[config.mk]
export PLATFORM = sky130hd
export DESIGN_NAME = des_round_engine
export DESIGN_NICKNAME = d
export VERILOG_FILES = /design/src/rtl/des_pkg.sv /design/src/rtl/des_f_function.sv /design/src/rtl/des_round_engine.sv
export SDC_FILE = /design/constraint.sdc
export NUM_CORES = 1
export LEC_CHECK = 0
export CAP_MARGIN = 20
export CORE_MARGIN = 4
export CORE_UTILIZATION = 53
export DETAILED_ROUTE_END_ITERATION = 10
export PLACE_DENSITY_LB_ADDON = 0.3
export SETUP_SLACK_MARGIN = 0.02
export SLEW_MARGIN = 10
export SYNTH_ARGS = -nofsm -noshare
export SYNTH_HDL_FRONTEND = slang
export SYNTH_SLANG_ARGS = --single-unit
[constraint.sdc]
create_clock -name clk -period 3.7 [get_ports clk]
set_input_delay 0.37 -clock clk [delete_from_list [all_inputs] [get_ports clk]]
set_output_delay 0.37 -clock clk [all_outputs]
set_load 0.01 [all_outputs]
[src/rtl/des_pkg.sv]
// Shared DES constants: round count, E/P permutation tables, S-boxes and the engine state type.
// Permutation entries use DES 1-based bit numbering (1 = leftmost/MSB bit).
package des_pkg;

    localparam int DES_ROUNDS = 16;

    typedef enum logic [1:0] {
        IDLE  = 2'd0,
        ROUND = 2'd1,
        DONE  = 2'd2
    } state_t;

    localparam logic [5:0] E_TABLE [0:47] = '{
        32,  1,  2,  3,  4,  5,
         4,  5,  6,  7,  8,  9,
         8,  9, 10, 11, 12, 13,
        12, 13, 14, 15, 16, 17,
        16, 17, 18, 19, 20, 21,
        20, 21, 22, 23, 24, 25,
        24, 25, 26, 27, 28, 29,
        28, 29, 30, 31, 32,  1
    };

    localparam logic [5:0] P_TABLE [0:31] = '{
        16,  7, 20, 21, 29, 12, 28, 17,
         1, 15, 23, 26,  5, 18, 31, 10,
         2,  8, 24, 14, 32, 27,  3,  9,
        19, 13, 30,  6, 22, 11,  4, 25
    };

    // Each box is stored row-major: entry index = row*16 + column.
    localparam logic [3:0] S_BOX [0:7][0:63] = '{
        '{14,  4, 13,  1,  2, 15, 11,  8,  3, 10,  6, 12,  5,  9,  0,  7,
           0, 15,  7,  4, 14,  2, 13,  1, 10,  6, 12, 11,  9,  5,  3,  8,
           4,  1, 14,  8, 13,  6,  2, 11, 15, 12,  9,  7,  3, 10,  5,  0,
          15, 12,  8,  2,  4,  9,  1,  7,  5, 11,  3, 14, 10,  0,  6, 13},
        '{15,  1,  8, 14,  6, 11,  3,  4,  9,  7,  2, 13, 12,  0,  5, 10,
           3, 13,  4,  7, 15,  2,  8, 14, 12,  0,  1, 10,  6,  9, 11,  5,
           0, 14,  7, 11, 10,  4, 13,  1,  5,  8, 12,  6,  9,  3,  2, 15,
          13,  8, 10,  1,  3, 15,  4,  2, 11,  6,  7, 12,  0,  5, 14,  9},
        '{10,  0,  9, 14,  6,  3, 15,  5,  1, 13, 12,  7, 11,  4,  2,  8,
          13,  7,  0,  9,  3,  4,  6, 10,  2,  8,  5, 14, 12, 11, 15,  1,
          13,  6,  4,  9,  8, 15,  3,  0, 11,  1,  2, 12,  5, 10, 14,  7,
           1, 10, 13,  0,  6,  9,  8,  7,  4, 15, 14,  3, 11,  5,  2, 12},
        '{ 7, 13, 14,  3,  0,  6,  9, 10,  1,  2,  8,  5, 11, 12,  4, 15,
          13,  8, 11,  5,  6, 15,  0,  3,  4,  7,  2, 12,  1, 10, 14,  9,
          10,  6,  9,  0, 12, 11,  7, 13, 15,  1,  3, 14,  5,  2,  8,  4,
           3, 15,  0,  6, 10,  1, 13,  8,  9,  4,  5, 11, 12,  7,  2, 14},
        '{ 2, 12,  4,  1,  7, 10, 11,  6,  8,  5,  3, 15, 13,  0, 14,  9,
          14, 11,  2, 12,  4,  7, 13,  1,  5,  0, 15, 10,  3,  9,  8,  6,
           4,  2,  1, 11, 10, 13,  7,  8, 15,  9, 12,  5,  6,  3,  0, 14,
          11,  8, 12,  7,  1, 14,  2, 13,  6, 15,  0,  9, 10,  4,  5,  3},
        '{12,  1, 10, 15,  9,  2,  6,  8,  0, 13,  3,  4, 14,  7,  5, 11,
          10, 15,  4,  2,  7, 12,  9,  5,  6,  1, 13, 14,  0, 11,  3,  8,
           9, 14, 15,  5,  2,  8, 12,  3,  7,  0,  4, 10,  1, 13, 11,  6,
           4,  3,  2, 12,  9,  5, 15, 10, 11, 14,  1,  7,  6,  0,  8, 13},
        '{ 4, 11,  2, 14, 15,  0,  8, 13,  3, 12,  9,  7,  5, 10,  6,  1,
          13,  0, 11,  7,  4,  9,  1, 10, 14,  3,  5, 12,  2, 15,  8,  6,
           1,  4, 11, 13, 12,  3,  7, 14, 10, 15,  6,  8,  0,  5,  9,  2,
           6, 11, 13,  8,  1,  4, 10,  7,  9,  5,  0, 15, 14,  2,  3, 12},
        '{13,  2,  8,  4,  6, 15, 11,  1, 10,  9,  3, 14,  5,  0, 12,  7,
           1, 15, 13,  8, 10,  3,  7,  4, 12,  5,  6, 11,  0, 14,  9,  2,
           7, 11,  4,  1,  9, 12, 14,  2,  0,  6, 10, 13, 15,  3,  5,  8,
           2,  1, 14,  7,  4, 10,  8, 13, 15, 12,  9,  0,  3,  5,  6, 11}
    };

    // six[5] is the first (leftmost) bit of the group: row = first/last bits, column = middle four.
    function automatic logic [3:0] sbox_lookup(input logic [2:0] box, input logic [5:0] six);
        return S_BOX[box][{six[5], six[0], six[4:1]}];
    endfunction

endpackage

[src/rtl/des_f_function.sv]
// Combinational DES round function f(R,K): E-expansion, key mix, eight S-boxes, P-permutation.
module des_f_function
    import des_pkg::*;
(
    input  logic [0:31] i_r,
    input  logic [0:47] i_k,
    output logic [0:31] o_f
);

    logic [0:47] w_exp;
    logic [0:47] w_mix;
    logic [0:31] w_sbox;

    always_comb begin
        w_exp = '0;
        for (int i = 0; i < 48; i++) begin
            w_exp[i] = i_r[5'(E_TABLE[i] - 6'd1)];
        end
    end

    assign w_mix = w_exp ^ i_k;

    // Ascending vectors keep DES bit 1 at index 0, so each 6-bit slice is already MSB-first.
    always_comb begin
        w_sbox = '0;
        for (int j = 0; j < 8; j++) begin
            w_sbox[4*j +: 4] = sbox_lookup(3'(j), w_mix[6*j +: 6]);
        end
    end

    always_comb begin
        o_f = '0;
        for (int i = 0; i < 32; i++) begin
            o_f[i] = w_sbox[5'(P_TABLE[i] - 6'd1)];
        end
    end

endmodule

[src/rtl/des_round_engine.sv]
// Iterative DES Feistel core, one round per clock, single-shot until re-armed by set.
// Optional macro DES_DECRYPT_EN adds a decrypt input that walks the subkeys K16..K1.
module des_round_engine
    import des_pkg::*;
#(
    parameter int ROUNDS = DES_ROUNDS
) (
    input  logic        clk,
    input  logic        set,
    input  logic [0:63] data_in,
    input  logic        in_valid,
    input  logic [0:47] key_sub,
`ifdef DES_DECRYPT_EN
    input  logic        decrypt,
`endif
    output logic [3:0]  round_idx,
    output logic        busy,
    output logic [0:63] data_out,
    output logic        status
);

    localparam logic [3:0] LAST_CNT = 4'(ROUNDS - 1);

    state_t      r_state;
    logic [0:31] r_l;
    logic [0:31] r_r;
    logic [3:0]  r_cnt;
    logic [0:63] r_data_out;
    logic        r_status;
    logic        r_busy;
`ifdef DES_DECRYPT_EN
    logic        r_decrypt;
`endif

    logic [0:31] w_f;
    logic [0:31] w_new_r;
    logic [3:0]  w_round_idx;

    des_f_function u_f (
        .i_r (r_r),
        .i_k (key_sub),
        .o_f (w_f)
    );

    assign w_new_r = r_l ^ w_f;

    always_ff @(posedge clk) begin
        if (set) begin
            r_state    <= IDLE;
            r_l        <= '0;
            r_r        <= '0;
            r_cnt      <= '0;
            r_data_out <= '0;
            r_status   <= 1'b0;
            r_busy     <= 1'b0;
`ifdef DES_DECRYPT_EN
            r_decrypt  <= 1'b0;
`endif
        end else begin
            case (r_state)
                IDLE: begin
                    if (in_valid) begin
                        r_l     <= data_in[0:31];
                        r_r     <= data_in[32:63];
                        r_cnt   <= '0;
                        r_busy  <= 1'b1;
                        r_state <= ROUND;
`ifdef DES_DECRYPT_EN
                        r_decrypt <= decrypt;
`endif
                    end
                end
                ROUND: begin
                    r_l <= r_r;
                    r_r <= w_new_r;
                    // The last round skips the Feistel swap on output: {R16, L16}.
                    if (r_cnt == LAST_CNT) begin
                        r_data_out <= {w_new_r, r_r};
                        r_status   <= 1'b1;
                        r_busy     <= 1'b0;
                        r_cnt      <= '0;
                        r_state    <= DONE;
                    end else begin
                        r_cnt <= r_cnt + 4'd1;
                    end
                end
                DONE:    r_state <= DONE;
                default: r_state <= IDLE;
            endcase
        end
    end

    always_comb begin
        w_round_idx = '0;
        if (r_state == ROUND) begin
`ifdef DES_DECRYPT_EN
            w_round_idx = r_decrypt ? (LAST_CNT - r_cnt) : r_cnt;
`else
            w_round_idx = r_cnt;
`endif
        end
    end

    assign round_idx = w_round_idx;
    assign busy      = r_busy;
    assign status    = r_status;
    assign data_out  = r_data_out;

endmodule
Word-level counts from Yosys, hierarchy flattened
Memory sizes are Yosys's and may differ from the RTL's.
Cells that the tools add are included.
{ "op_classes": {"mux": 30, "bitwise_logic": 10, "reduce_logical": 6, "add_sub_neg": 1, "n_eq_ne": 5, "order_cmp": 8} }
{ "ops": {"columns": ["operator", "n"], "rows": [
  ["one-hot mux 32 bit (2 select lines)", 2],
  ["two-way mux 4 bit", 19],
  ["two-way mux 32 bit", 2],
  ["greater-or-equal comparator 7 bit, second input constant", 8],
  ["inverter 6 -> 7 bit", 8],
  ["bitwise XOR 48 bit", 1],
  ["bitwise XOR 32 bit", 1],
  ["one-hot mux 4 bit (2 select lines)", 1],
  ["one-hot mux 2 bit (3 select lines)", 1],
  ["AND reduction 2 bit", 3],
  ["adder 4 x 1 -> 4 bit, second input constant", 1],
  ["equality test 4 bit, second input constant", 1],
  ["two-way mux 2 bit", 2],
  ["inequality test 2 bit, second input constant", 2],
  ["AND reduction 3 bit", 1],
  ["equality test 2 x 1 -> 1 bit, second input constant", 1],
  ["equality test 2 bit, second input constant", 1],
  ["logical NOT 2 bit", 1],
  ["two-way mux 1 bit", 2],
  ["one-hot mux 1 bit (2 select lines)", 1],
  ["nonzero test 2 bit", 1]
]} }
{ "word_totals": {"output_inout_bits": 70, "input_bits": 115, "reg_bits": 136, "n_memories": 8, "mem_bits_ro": 2048} }
{ "mem_list": {"columns": ["memory", "words", "word_bits", "rd", "rd_clocked_by_memory_dff", "wr", "line_no", "text"], "rows": [
  ["(name not given)", 64, 4, 1, 0, 0, "des_pkg.sv:69", "return S_BOX[box][{six[5], six[0], six[4:1]}];"],
  ["(name not given)", 64, 4, 1, 0, 0, "des_pkg.sv:69", null],
  ["(name not given)", 64, 4, 1, 0, 0, "des_pkg.sv:69", null],
  ["(name not given)", 64, 4, 1, 0, 0, "des_pkg.sv:69", null],
  ["(name not given)", 64, 4, 1, 0, 0, "des_pkg.sv:69", null],
  ["(name not given)", 64, 4, 1, 0, 0, "des_pkg.sv:69", null],
  ["2 more memories", null, null, null, null, null, null, null]
]} }

Depth between registers and ports, before layout
{ "logic_depth": {"ltp_word": 7, "ltp_mapped": 12} }

Modules after synthesis
A second synthesis with hierarchy kept.
{ "unflattened": {"cells_unflattened": 1345, "hier_area_um2": 11100.6} }
{ "by_module_without_submodules": {"columns": ["module", "cells_per_inst", "seq_area_each_um2", "area_per_inst_um2", "instances"], "rows": [
  ["des_round_engine", 662, 2722.6, 5916.9, 1],
  ["des_f_function", 683, 0.0, 5183.7, 1]
]} }

Least setup slack after synthesis
OpenSTA, ideal clock, no wires.
{ "synth_timing": {"path_kind": "register -> register", "from": "register r_r[15] in the netlist's numbering", "to": "register r_data_out (netlist bit data_out[0])", "stages_incl_launch_ff": 11, "n_path_buf": 1, "setup_slack_ns": 0.920, "arrival_ns": 2.694, "path_cell_list": "dfxtp_1 -> buf_2 -> xnor2_1 -> inv_1 -> ha_1 -> mux4_2 -> nor2_1 -> a311oi_1 -> a31oi_1 -> xnor2_1 -> a211oi_1"} }
{ "synth_via": {"elab_chain_cells": 6} }
{ "synth_lines": {"columns": ["element", "line_no", "text"], "rows": [
  ["from (decl)", "des_round_engine.sv:26", "logic [0:31] r_r;"],
  ["from (signal assigned)", "des_round_engine.sv:64", "r_r <= data_in[32:63];"],
  ["from (signal assigned)", "des_round_engine.sv:75", "r_r <= w_new_r;"],
  ["bitwise XOR 48 bit", "des_f_function.sv:21", "assign w_mix = w_exp ^ i_k;"],
  ["inverter 6 -> 7 bit (implied by the code)", "des_pkg.sv:69", null],
  ["memory read (64 x 4 bit)", null, null],
  ["two-way mux 4 bit (implied by the code) (2 in series)", "des_pkg.sv:69", null],
  ["bitwise XOR 32 bit", "des_round_engine.sv:45", "assign w_new_r = r_l ^ w_f;"],
  ["to (signal assigned)", "des_round_engine.sv:78", "r_data_out <= {w_new_r, r_r};"],
  ["to (decl)", "des_round_engine.sv:28", "logic [0:63] r_data_out;"]
]} }
Every way passes these cells. The select of a mux whose other input is x is not followed.
A chain may end at the register's enable or synchronous reset.

Worst setup path after layout
{ "layout_timing": {"from": "register r_state[0]", "to": "register r_r[8] in the netlist's numbering"} }
{ "layout_via": {"elab_chain_cells": 3} }
{ "layout_lines": {"columns": ["element", "line_no", "text"], "rows": [
  ["from (decl)", "des_round_engine.sv:24", "state_t r_state;"],
  ["from (signal assigned)", "des_round_engine.sv:49", "r_state <= IDLE;"],
  ["from (signal assigned)", "des_round_engine.sv:67", "r_state <= ROUND;"],
  ["from (signal assigned)", "des_round_engine.sv:82", "r_state <= DONE;"],
  ["equality test 2 x 1 -> 1 bit / logical NOT 2 bit (equally long branches)", "des_round_engine.sv:60", "case (r_state)"],
  ["nonzero test 2 bit (no source line) / inequality test 2 bit (equally long branches)", null, null],
  ["AND reduction 2 bit (no source line)", null, null]
]} }
Parallel ways exist; a longest one is shown, timed or not.

==> Implementation_results.wiki <==
{| class="wikitable"
! Metric !! Value
|-
| Detail-routed via count per cell || 6.43
|-
| Detail Placement HPWL || 27,200 um
|-
| Post-route standard cell area excluding fillers || 0.0141 mm^2
|-
| Die boundary width || 154 um
|-
| Count of endpoints failing setup in the final report || 0
|-
| Startpoint of the worst hold path || data_out[62]
|-
| Worst voltage drop across the vdd grid || 0.424 mV
|-
| Total number of H-tree levels || 4
|-
| Buffer type at the clock tree root || sky130_fd_sc_hd__clkbuf_16
|-
| Sink count of the clock tree || 136
|-
| Largest area contributor in the netlist || sky130_fd_sc_hd__dfxtp_1
|-
| Clock latency reported for the late side of the worst-skew pair || 430 ps
|-
| Worst hold path stage count || 2
|-
| Sequential share of the synthesized area || 24.2%
|-
| Seq cells post-synth || 136
|-
| Register-to-register setup slack || 710 ps
|-
| Clock slew at reported path FFs || 60 ps
|-
| Leading post-synthesis cells by instance count || sky130_fd_sc_hd__nand2_1, sky130_fd_sc_hd__dfxtp_1, sky130_fd_sc_hd__a21oi_1
|-
| Footprint of the multi-input gates || 0.00790 mm^2
|-
| Count of endpoints failing hold in the final timing report || 0
|-
| Clock share of power || 17.9%
|-
| Most used standard cell by instance count after synthesis || sky130_fd_sc_hd__nand2_1
|-
| NumNets Final || 1,713
|-
| Post-place setup slack || 457 ps
|-
| Netlist area before placement || 0.0112 mm^2
|-
| Slack of the critical path || 712 ps
|-
| Sequential cell area || 0.00272 mm^2
|-
| # IOs || 185
|-
| Post-Route Skew || 8.58 ps
|-
| Number of synthesis warnings || 0
|-
| Setup TNS Final || 0 ps
|-
| Total congestion overflow || 0
|-
| Number of maximum-capacitance constraint violations || 0
|-
| Final GP Congestion || 0.958
|-
| Req. time, crit path || 3970 ps
|-
| Antenna violations before repair || 0
|-
| Post-route clock period utilization || 80.7%
|-
| Overall fraction of global-route tracks in use || 31.3%
|-
| Power share of the combinational group || 60.2%
|-
| Post-synthesis cell type count || 74
|-
| DR DRC count || 0
|-
| Start of the worst register-to-register path || r_state[0]
|-
| Share of post-route cells with drive strength above 1 || 13.1%
|-
| Number of global-route vias before repair || 10,700
|-
| Instance count of the mapped netlist || 1,373
|-
| Detail-routed net length per standard cell || 21.1 um
|-
| Post-CTS sizing || 0
|-
| Total inserted antenna cells || 0
|-
| Most common flop cell mapped by yosys || sky130_fd_sc_hd__dfxtp_1
|-
| Core Box Area || 0.0210 mm^2
|-
| Avg Cell Area, Syn || 8.19 um^2
|-
| Setup repair after global routing missed its margin || false
|-
| Detailed router's first-iteration violation count || 1,342
|-
| Least-Margin Pin Slew || 1080 ps
|-
| Vertical die dimension || 154 um
|-
| Leading cell types by total area after synthesis || sky130_fd_sc_hd__dfxtp_1, sky130_fd_sc_hd__ha_1, sky130_fd_sc_hd__mux4_2, sky130_fd_sc_hd__xnor2_1, sky130_fd_sc_hd__nand2_1
|-
| Clock period minus final worst setup slack || 2990 ps
|-
| Nets in the synthesized netlist || 1,553
|-
| Number of hold-repair buffers added at the cts stage || 0
|-
| Kind of start point of the critical path || flop
|-
| Final-report max-slew violation count || 0
|-
| Switching part of the total power || 45.8%
|-
| Highest net fanout along the worst path || 29
|-
| Endpoint arrival time on the critical path || 3250 ps
|-
| Antenna Nets Post-Route || 0
|-
| Initial core utilization || 53.6%
|-
| Clock buffer count from CTS || 17
|-
| Fmax || 0.335 GHz
|-
| Worst min-delay path category || flop to flop
|-
| Cell-internal power || 5.05 mW
|-
| CTS tree || done
|-
| First-pass GRT wire length || 60,100 um
|-
| Relative slew slack || 27.7%
|-
| Share of total power in sequential cells || 21.8%
|-
| Final wirelength || 38,500 um
|-
| Endpoint of the worst hold-timing path || data_out[62]
|-
| Leakage || 5.29 nW
|-
| Number of enable flip-flop cells after synthesis || 0
|-
| Maximum number of buffers from clock root to sink || 2
|-
| Die Area || 0.0236 mm^2
|-
| Top-area cell type share of the netlist area || 24.2%
|-
| Worst Path Class, Setup || flop to flop
|-
| CP endpoint kind || flop
|-
| Pin count of the biggest net entering global routing || 87
|-
| Relative area change from synthesis to final layout || 25.4%
|-
| Setup Fix Bufs, Post-CTS || 0
|-
| FILL cells || 1,776
|-
| Vias || 11,700
|-
| I/O Buffers || 184
|-
| Total chip power || 9.31 mW
|-
| Share of flip-flops with an asynchronous set or reset after synthesis || 0%
|-
| Number of rows created at floorplan || 53
|-
| R2r worst-path depth || 7
|-
| Outcome || finished clean
|-
| Power density of the placed cells || 660 mW/mm^2
|-
| Switching power || 4.26 mW
|-
| Post-detailed-placement cell area || 0.0135 mm^2
|-
| Detailed-routing iteration count for the pre-antenna-repair pass || 5
|-
| Endpoint of the worst-slack reg-to-reg timing path || r_r[8]
|}
-- final cells by class --
type | instances | share of cell area (%)
Multi-Input combinational cell | 1076 | 56.1
Clock buffer | 19 | 3.14
Sequential cell | 136 | 19.3
Inverter | 47 | 1.27
Timing Repair Buffer | 255 | 16.9
Tap cell | 275 | 2.44
Clock inverter | 13 | 0.861
-- cell usage in the layout, fill, tap and decap left out, drive strengths merged, types with 6 or more instances in the layout --
| master | n |
|---|---|
| xor2 | 56 |
| a31o | 7 |
| inv | 50 |
| a21oi | 102 |
| nor2 | 79 |
| and3 | 6 |
| and2 | 6 |
| o311ai | 12 |
| dfxtp | 136 |
| mux2i | 33 |
| nand2 | 149 |
| mux2 | 35 |
| nor3 | 28 |
| a31oi | 19 |
| clkinv | 7 |
| xnor2 | 70 |
| a22oi | 33 |
| buf | 72 |
| o2111ai | 6 |
| nor4b | 6 |
| mux4 | 26 |
| a311oi | 8 |
| a211oi | 24 |
| o221ai | 34 |
| o211ai | 27 |
| clkdlybuf4s50 | 183 |
| ha | 65 |
| o21ai | 65 |
| o22ai | 59 |
| clkbuf | 19 |
| nand3 | 47 |
-- worst max-delay path, stage by stage (launching register included) --
cell,delay [ps]
sky130_fd_sc_hd__dfxtp_1,330
sky130_fd_sc_hd__inv_1,80
sky130_fd_sc_hd__ha_2,610
sky130_fd_sc_hd__nand2b_1,370
sky130_fd_sc_hd__and2_1,380
sky130_fd_sc_hd__nand2_1,490
sky130_fd_sc_hd__buf_4,420
sky130_fd_sc_hd__o22ai_1,130
-- registers in the layout (all words and copies together), names as in the netlist --
| signal | cells |
|---|---|
| r_cnt | 4 |
| r_r | 32 |
| data_out | 64 |
| r_state | 2 |
| busy | 1 |
| status | 1 |
| r_l | 32 |
-- per-layer routing --
metal  vias to the layer above  wire, um  global-route usage (%)
met4                         0      1360                    11.1
met1                      5593     16300                    43.6
met2                       603     17300                    48.7
met5                         -         0                       0
met3                        85      3540                    6.02
li1                       5431         -                       -
-- how the worst max path moves through the flow --
stage,start,end,slack (ps)
finish,r_state[0],r_r[8],710
global route,r_r[8],r_r[27],580
CTS,r_r[22],r_r[28],760
detailed placement,key_sub[33],r_r[28],460
global placement,key_sub[16],r_r[29],530
floorplan,r_r[15],data_out[0],920
-- cell families after synthesis --
| logic type | share of synthesized area (%) |
|---|---|
| adder cells (fa/ha/maj) | 7.24 |
| AND/OR/NAND/NOR | 13.6 |
| flip-flops | 24.2 |
| AO/OA/AOI/OAI | 26.6 |
| buffers and inverters | 5.69 |
| multiplexers | 11.8 |
| XOR/XNOR | 10.9 |
-- power groups by stage --
stage / sequential (mW) / combinational (mW) / clock, mW
6_report: 2.03 / 5.61 / 1.67
5_1_grt: 2.05 / 6.11 / 1.73
4_1_cts: 2.02 / 5.52 / 1.67
3_5_place_dp: 2.05 / 5.48 / 0
3_3_place_gp: 2.04 / 5.43 / 0
2_1_floorplan: 1.87 / 4.10 / 0
-- stage by stage --
step | hold slack [ps] | utilization, % | cells
after floorplan | 436 | - | 1373
after global placement | 443 | 64.6 | 1789
after detailed placement | 448 | 64.6 | 1789
after CTS | 456 | 67.3 | 1821
after global routing | 478 | 67.3 | 1821
final | 455 | 67.3 | 1821
No activity file was read; power rests on OpenSTA's default activity.
